## config.mk

```make
export PLATFORM = sky130hd
export DESIGN_NAME = t03_nes_reader
export DESIGN_NICKNAME = d
export VERILOG_FILES = /design/src/rtl/t03_nes_reader.sv
export SDC_FILE = /design/constraint.sdc
export NUM_CORES = 1
export LEC_CHECK = 0
export CORE_MARGIN = 4
export CORE_UTILIZATION = 35
export DETAILED_ROUTE_END_ITERATION = 8
export GPL_TIMING_DRIVEN = 0
export HOLD_SLACK_MARGIN = 0.15
export PLACE_DENSITY = 0.66
export SYNTH_ARGS = -nofsm -noshare
export SYNTH_HDL_FRONTEND = slang
export SYNTH_SLANG_ARGS = --single-unit
```

## constraint.sdc

```tcl
create_clock -name clk -period 4.05 [get_ports clk]
set_input_delay 0.6075 -clock clk [delete_from_list [all_inputs] [get_ports clk]]
set_output_delay 0.6075 -clock clk [all_outputs]
set_load 0.01 [all_outputs]
```

## src/rtl/t03_nes_reader.sv

```systemverilog
// Purpose : autonomous NES gamepad poller; publishes the 8 button bits as one atomic 32-bit word.
// Latency : one frame is LATCH_CYCLES + 15*HALF_CYCLES + 1 clk; NES_din updates on the edge leaving DONE.
// Backpr. : none; the CPU samples NES_din/NES_ack whenever it likes and always sees a whole frame.
//
// Ports:
//   clk        system clock
//   rst        asynchronous active-low reset
//   nes_data   serial pad data, asynchronous, active-low (0 = pressed)
//   nes_latch  pad latch strobe
//   nes_pulse  pad clock strobe
//   NES_din    {24'b0, A,B,Select,Start,Up,Down,Left,Right}, 1 = pressed
//   NES_ack    set after the first complete frame since reset, sticky
module t03_nes_reader #(
  parameter int LATCH_CYCLES = 120,
  parameter int HALF_CYCLES  = 60,
  parameter int POLL_CYCLES  = 166667
) (
  input  logic        clk,
  input  logic        rst,
  input  logic        nes_data,
  output logic        nes_latch,
  output logic        nes_pulse,
  output logic [31:0] NES_din,
  output logic        NES_ack
);

  localparam int PW = $clog2(POLL_CYCLES);
  localparam int TW = $clog2((LATCH_CYCLES > HALF_CYCLES) ? LATCH_CYCLES : HALF_CYCLES);

  localparam logic [PW-1:0] POLL_LAST = PW'(POLL_CYCLES - 1);
  localparam logic [TW-1:0] LATCH_LD  = TW'(LATCH_CYCLES - 1);
  localparam logic [TW-1:0] HALF_LD   = TW'(HALF_CYCLES - 1);

  typedef enum logic [2:0] {
    IDLE,
    LATCH,
    GAP,
    PULSE,
    DONE
  } state_t;

  state_t        state, state_nxt;
  logic [PW-1:0] poll_cnt;
  logic          poll_wrap;
  logic [TW-1:0] tmr, tmr_nxt;
  logic [2:0]    cnt, cnt_nxt;
  logic [7:0]    shift_q;
  logic [7:0]    din_q;
  logic          sync1, sync2;
  logic          sample;
  logic          publish;

  assign poll_wrap = (poll_cnt == POLL_LAST);

  // Free-running poll counter; its wrap is the only thing that starts a frame.
  always_ff @(posedge clk or negedge rst) begin
    if (!rst) begin
      poll_cnt <= '0;
    end else if (poll_wrap) begin
      poll_cnt <= '0;
    end else begin
      poll_cnt <= poll_cnt + 1'b1;
    end
  end

  // Two-flop synchronizer; resets to the idle (released) level of the pad line.
  always_ff @(posedge clk or negedge rst) begin
    if (!rst) begin
      sync1 <= 1'b1;
      sync2 <= 1'b1;
    end else begin
      sync1 <= nes_data;
      sync2 <= sync1;
    end
  end

  always_ff @(posedge clk or negedge rst) begin
    if (!rst) begin
      state <= IDLE;
      tmr   <= '0;
      cnt   <= '0;
    end else begin
      state <= state_nxt;
      tmr   <= tmr_nxt;
      cnt   <= cnt_nxt;
    end
  end

  // Phase timer counts down and is reloaded on every state entry, so each
  // state lasts exactly its programmed number of cycles.
  always_comb begin
    state_nxt = state;
    tmr_nxt   = tmr - 1'b1;
    cnt_nxt   = cnt;
    sample    = 1'b0;
    publish   = 1'b0;
    nes_latch = 1'b0;
    nes_pulse = 1'b0;
    case (state)
      IDLE: begin
        tmr_nxt = '0;
        if (poll_wrap) begin
          state_nxt = LATCH;
          tmr_nxt   = LATCH_LD;
        end
      end
      LATCH: begin
        nes_latch = 1'b1;
        if (tmr == '0) begin
          state_nxt = GAP;
          tmr_nxt   = HALF_LD;
          cnt_nxt   = 3'd0;
        end
      end
      GAP: begin
        if (tmr == '0) begin
          sample = 1'b1;
          if (cnt == 3'd7) begin
            state_nxt = DONE;
            tmr_nxt   = '0;
          end else begin
            state_nxt = PULSE;
            tmr_nxt   = HALF_LD;
          end
        end
      end
      PULSE: begin
        nes_pulse = 1'b1;
        if (tmr == '0) begin
          state_nxt = GAP;
          tmr_nxt   = HALF_LD;
          cnt_nxt   = cnt + 3'd1;
        end
      end
      DONE: begin
        publish   = 1'b1;
        state_nxt = IDLE;
        tmr_nxt   = '0;
      end
      default: begin
        state_nxt = IDLE;
        tmr_nxt   = '0;
      end
    endcase
  end

  // Shift register holds pressed=1; A arrives first and ends up in bit 7.
  // The published word is a separate register so the CPU never sees a
  // partially shifted frame.
  always_ff @(posedge clk or negedge rst) begin
    if (!rst) begin
      shift_q <= '0;
      din_q   <= '0;
      NES_ack <= 1'b0;
    end else begin
      if (sample) begin
        shift_q <= {shift_q[6:0], ~sync2};
      end
      if (publish) begin
        din_q   <= shift_q;
        NES_ack <= 1'b1;
      end
    end
  end

  assign NES_din = {24'b0, din_q};

endmodule

```

---- After elaboration in Yosys (flattened, before gate mapping) ----
Cells that the tools add are included.
word-level totals
  register bits after elaboration ......... 50
  latch bits .............................. 0
  RAM bits ................................ 0
  memory bits (read-only) ................. 0
  input bits .............................. 3
  output and inout port bits .............. 35
  memories ................................ 0
cells by class
  add/sub/neg operators ................... 3
  multipliers ............................. 0
  divide/modulo/power cells ............... 0
  $lt $le $gt $ge ......................... 0
  equality and inequality tests ........... 11
  shifts and indexed selects .............. 0
  muxes and demuxes ....................... 19
  bitwise gates (word level) .............. 1
  reduce and logical (&&, ||, !) cells .... 6
operator list
  cell                     number
  $mux W7                  3
  $pmux W7 S3              1
  $add A18 B1 Y18 const B  1
  $eq A18 B18 Y1 const B   1
  $mux W18                 1
  $mux W3                  6
  $pmux W3 S3              1
  $ne A2 B2 Y1 const B     4
  $logic_not A7 Y1         1
  $sub A7 B1 Y7 const B    1
  $eq A3 B2 Y1 const B     2
  $eq A3 B3 Y1 const B     2
  $mux W6                  1
  $pmux W3 S2              1
  $reduce_and A3 Y1        2
  $mux W1                  5
  $add A3 B1 Y3 const B    1
  $eq A3 B1 Y1 const B     1
  $logic_not A3 Y1         1
  $ne A2 B1 Y1 const B     1
  $reduce_bool A2 Y1       1
  $reduce_or A2 Y1         1
  $not A1 Y1               1

---- Logic depth before layout (Yosys ltp) ----
  depth in word-level cells ............... 4
  gate-level depth with buffers ........... 6

---- Least setup slack after synthesis ----
No wires, ideal clock.
  kind .................................... register to register
  from .................................... register tmr[2]
  to ...................................... register tmr[5]
  arrival ................................. 1,522 ps
  required time ........................... 3,985 ps
  slack ................................... 2,463 ps
  stages on the path, launching flop included .. 5
  buffers on the path ..................... 0
  clock period less this slack ............ 1,587 ps
  path through ............................ dfrtp_1 > or4_4 > or3_1 > a31oi_1 > a21o_1
on the way
  cells in the longest elaborated chain, start to end .. 3
  elaborated cells on any way between the ends .. 5
  those cells by class .................... add/sub (1); mux (3); reduce/logical (1)
RTL lines
  element                                            RTL line       text
  start, declared                                    45             logic [TW-1:0] tmr, tmr_nxt;
  start signal, assigned                             84             tmr <= tmr_nxt;
  $sub A7 B1 Y7 or $logic_not A7 Y1 (tied branches)  -
  $mux W7, on equally long branches                  109, 129, 116
  $pmux W7 S3 *                                      99             case (state)
  via tmr_nxt[5]                                     45
Mark *: on every way through the listed nets, which the timed path passes. The rest lies on a longest branch.
A chain may end at the register's enable or synchronous reset.

---- Worst setup path after layout ----
  from .................................... register state[0]
  to ...................................... output port nes_latch
on the way
  cells in the longest elaborated chain, start to end .. 2
RTL lines
  element                 RTL line  text
  start, declared         42        state_t state, state_nxt;
  start signal, assigned  83        state <= state_nxt;
  $eq A3 B1 Y1            99
  $mux W1                 99
  end, declared           21        output logic nes_latch,
Every way passes these cells.

==> impl_results.html <==
<table>
<tr><th>Metric</th><th>Value</th></tr>
<tr><th colspan="2">Pwr</th></tr>
<tr><td>Pwr Density</td><td>321 nW/µm²</td></tr>
<tr><td>Post-route total power</td><td>0.952 mW</td></tr>
<tr><td>Max VDD drop</td><td>0.197 mV</td></tr>
<tr><td>Leakage Power</td><td>1.47 nW</td></tr>
<tr><th colspan="2">Logic synthesis</th></tr>
<tr><td>Synthesized area divided by synthesized cell count</td><td>11.2 µm²</td></tr>
<tr><td>Post-synthesis sequential element count</td><td>50</td></tr>
<tr><td>Count of mapped cells out of synthesis</td><td>221</td></tr>
<tr><td>Yosys warning total</td><td>0</td></tr>
<tr><td>Biggest area contributors in the synthesized netlist</td><td>dfrtp_1 (48%), buf_4 (7.6%), mux2_2 (6.8%)</td></tr>
<tr><td>Post-synthesis sequential area ratio</td><td>50.6%</td></tr>
<tr><td>Area leader, netlist</td><td>dfrtp_1</td></tr>
<tr><td>Area of the mapped netlist</td><td>2480 µm²</td></tr>
<tr><td>Yosys top cell area share</td><td>48.5%</td></tr>
<tr><td>Post-synth cell types</td><td>42</td></tr>
<tr><th colspan="2">STA</th></tr>
<tr><td>Fin. max-slew vios</td><td>0</td></tr>
<tr><td>Final Hold Vio Count</td><td>0</td></tr>
<tr><td>Slew @ Worst Pin</td><td>678 ps</td></tr>
<tr><td>Unrepaired setup endpoints after global routing</td><td>false</td></tr>
<tr><td>Setup ws final</td><td>1580 ps</td></tr>
<tr><td>Total negative slack for setup checks</td><td>0 ps</td></tr>
<tr><td>Fmax</td><td>404 MHz</td></tr>
<tr><td>Worst rel slew slack</td><td>54.4%</td></tr>
<tr><td>Shortest period the worst path allows</td><td>2470 ps</td></tr>
<tr><td>Clock tree skew after final layout</td><td>4.68 ps</td></tr>
<tr><td>Post-route clock period utilization</td><td>61.1%</td></tr>
<tr><td>Worst Hold Slack</td><td>281 ps</td></tr>
<tr><td>Count of endpoints failing setup in the final report</td><td>0</td></tr>
<tr><th colspan="2">Floorplanning</th></tr>
<tr><td>I/O pins</td><td>38</td></tr>
<tr><td>Die footprint</td><td>8490 µm²</td></tr>
<tr><td>Die Y-Extent</td><td>92.1 µm</td></tr>
<tr><td>Effective utilization at floorplan</td><td>36.3%</td></tr>
<tr><td>Area of the core region</td><td>6830 µm²</td></tr>
<tr><td>Std-Cell Rows</td><td>30</td></tr>
<tr><td>Width of the chip</td><td>92.1 µm</td></tr>
<tr><th colspan="2">Placed design</th></tr>
<tr><td>Placed cell count</td><td>354</td></tr>
<tr><td>Placer's final routability congestion estimate</td><td>0.747</td></tr>
<tr><td>Half-perimeter wire length after placement</td><td>3.01 mm</td></tr>
<tr><td>Area of placed instances</td><td>2830 µm²</td></tr>
<tr><td># port buffers</td><td>13</td></tr>
<tr><td>Setup WS pre-CTS</td><td>1920 ps</td></tr>
<tr><th colspan="2">GRT</th></tr>
<tr><td>Global-route wire length before repair</td><td>7.13 mm</td></tr>
<tr><td>Total global routing overflow</td><td>0</td></tr>
<tr><td>Vias in the first global route</td><td>1586</td></tr>
<tr><td>Maximum number of pins on one net before global-route repair</td><td>29</td></tr>
<tr><td>GRT Resource Usage Total</td><td>10.1%</td></tr>
<tr><td>Antenna violations before repair</td><td>0</td></tr>
<tr><th colspan="2">Layout</th></tr>
<tr><td>Most used cells in the layout excluding fill and tap cells</td><td>dfrtp_1 (48), buf_4 (25), conb_1 (24), nor2_1 (16)</td></tr>
<tr><td>Final standard cell count with taps included and fillers excluded</td><td>362</td></tr>
<tr><td>Final core utilization</td><td>43.4%</td></tr>
<tr><td>Final Net Count</td><td>274</td></tr>
<tr><td>Antenna cell count</td><td>0</td></tr>
<tr><td>Layout area overhead</td><td>19.7%</td></tr>
<tr><td>Fraction of final layout cells with drive strength greater than 1</td><td>23.3%</td></tr>
<tr><td>Finished layout cell area</td><td>2970 µm²</td></tr>
<tr><td>Most common library cell in the layout ignoring fill and taps</td><td>dfrtp_1</td></tr>
<tr><th colspan="2">Clock network</th></tr>
<tr><td>Clock input transition at the sequential cells of the worst setup and hold paths</td><td>90 ps</td></tr>
<tr><td>Library cell used as clock root buffer</td><td>clkbuf_8</td></tr>
<tr><td>Post-CTS resize count</td><td>0</td></tr>
<tr><td>Buffer count from post-CTS setup fixing</td><td>0</td></tr>
<tr><td>Post-CTS Hold Buffers</td><td>0</td></tr>
<tr><td>Latest clock arrival within the worst-skew pair</td><td>290 ps</td></tr>
<tr><td>Inserted Clock Buffers</td><td>5</td></tr>
<tr><td>H-tree Lvls</td><td>2</td></tr>
<tr><td>Maximum count of clock buffers along a single path</td><td>2</td></tr>
<tr><td>Clock tree from TritonCTS</td><td>done</td></tr>
<tr><td>Sinks on the clock net</td><td>50</td></tr>
<tr><th colspan="2">Detailed routing</th></tr>
<tr><td>Detailed-route wire length per cell</td><td>11.2 µm</td></tr>
<tr><td>Total via count after detailed routing</td><td>1605</td></tr>
<tr><td>DRC violations left</td><td>0</td></tr>
<tr><td>DRT Pass-1 Iters</td><td>4</td></tr>
<tr><td>Total length of routed wires</td><td>4.07 mm</td></tr>
<tr><td>Count of antenna-violating nets left after detailed routing</td><td>0</td></tr>
<tr><td>Avg Vias per Cell</td><td>4.43</td></tr>
<tr><td>First DRT Iteration DRCs</td><td>46</td></tr>
<tr><th colspan="2">Worst setup path</th></tr>
<tr><td>Critical path class</td><td>reg -&gt; out</td></tr>
<tr><td>Delay-heaviest family, CP</td><td>buffers and inverters</td></tr>
<tr><td>Type of origin of the critical path</td><td>flip-flop</td></tr>
<tr><td>CP endpoint kind</td><td>primary output</td></tr>
<tr><td>Delay of the slowest cell on the worst path</td><td>580 ps</td></tr>
<tr><td>Endpoint required time on the critical path</td><td>3440 ps</td></tr>
<tr><td>Slowest cell on the critical path</td><td>clkdlybuf4s50_1</td></tr>
<tr><td>Crit path arrival time</td><td>1870 ps</td></tr>
<tr><td>Sequence of cells on the critical path</td><td>clkbuf_1, inv_1, nor3_1, clkdlybuf4s50_1</td></tr>
<tr><td>Critical Path Fanout Max</td><td>9</td></tr>
<tr><td>Combined buffer and inverter count along the critical path</td><td>3</td></tr>
<tr><th colspan="2">Job</th></tr>
<tr><td>Max-cap check violation count</td><td>0</td></tr>
<tr><th colspan="2">Outcome</th></tr>
<tr><td>Result of the run</td><td>finished, final reports clean</td></tr>
<tr><th colspan="2">Min path</th></tr>
<tr><td>Class of the most critical hold timing path</td><td>in -&gt; async</td></tr>
</table>
==> routing by layer <==
layer / share of wire [%] / GRT usage [%] / vias to the layer above / routed length [µm]
met3: 3.7 / 2.54 / 5 / 149
met4: 0.74 / 2.60 / 0 / 30
li1: - / - / 808 / -
met5: 0 / 0 / - / 0
met1: 48 / 13.3 / 767 / 1960
met2: 47 / 16.6 / 25 / 1930
==> worst reg2reg max path, stage by stage (launching register included) <==
cell     delay (ps)
dfrtp_1         430
inv_1           100
ha_1            160
nor2b_1         330
nand4_2         340
mux2_2          380
==> state kept, by name (all words and copies together), names as in the netlist <==
register and cells:
cnt 3, tmr 7, NES_ack 1, shift_q 8, sync1 1, sync2 1
poll_cnt 18, din_q 8, state 3
==> Yosys cell counts, drive strengths merged <==
master / instances
nor4: 4
conb: 1
o311a: 1
buf: 25
nor4bb: 1
a21o: 5
inv: 8
nand2: 15
and2: 1
a21oi: 4
o2bb2ai: 1
dfrtp: 48
o31ai: 1
o22ai: 1
and4: 1
or3: 1
nor3b: 1
and3: 3
nor2: 16
clkbuf: 3
nor4b: 1
mux2i: 3
or4: 2
nand4: 8
xnor2: 11
nor3: 7
o21bai: 1
mux2: 15
o21ai: 6
xor2: 5
dfstp: 2
or2: 1
a41o: 1
ha: 6
nor2b: 2
nand2b: 1
a31oi: 3
nand3: 5
==> worst paths after layout <==
kind	start	end	slack, ps	depth (start not counted)
min reg2reg	sync1$_DFF_PN1_	sync2$_DFF_PN1_	360	0
min	rst	tmr[3]$_DFF_PN0_	280	1
max reg2reg	tmr[0]$_DFF_PN0_	shift_q[6]$_DFFE_PN0P_	2210	5
min in group clk	sync1$_DFF_PN1_	sync2$_DFF_PN1_	360	0
max	state[0]$_DFFE_PN0P_	nes_latch	1580	4
max in group asynchronous	rst	shift_q[2]$_DFFE_PN0P_	3240	2
==> logic make-up (layout without fill, tap and decap cells) <==
family,after synthesis,in the layout,synth area share [%]
AO/OA/AOI/OAI,24,24,6.31
XOR/XNOR,16,16,5.66
adder cells (fa/ha/maj),6,6,3.03
buffers and inverters,36,58,9.29
flip-flops,50,50,50.6
multiplexers,18,18,8.03
other,1,24,0.151
AND/OR/NAND/NOR,70,70,16.9
==> power breakdown <==
group,leakage [nW],internal (mW),total (mW),switching [mW]
Clock,0.0683,0.247,0.411,0.163
Sequential,0.677,0.501,0.501,0.000246
Combinational,0.728,0.0180,0.0408,0.0229
Total,1.47,0.766,0.952,0.187
==> area by class of cell <==
| class | count | area [µm²] |
|---|---|---|
| inverters | 8 | 30.0 |
| fillers | 671 | 3860 |
| plain buffers | 28 | 200 |
| multi-input cells | 158 | 1080 |
| well taps | 96 | 120 |
| clock buffers | 5 | 68.8 |
| clock inverters | 3 | 68.8 |
| flip-flops and latches | 50 | 1250 |
| repair buffers | 14 | 145 |
No activity file was read; power rests on OpenSTA's default activity.
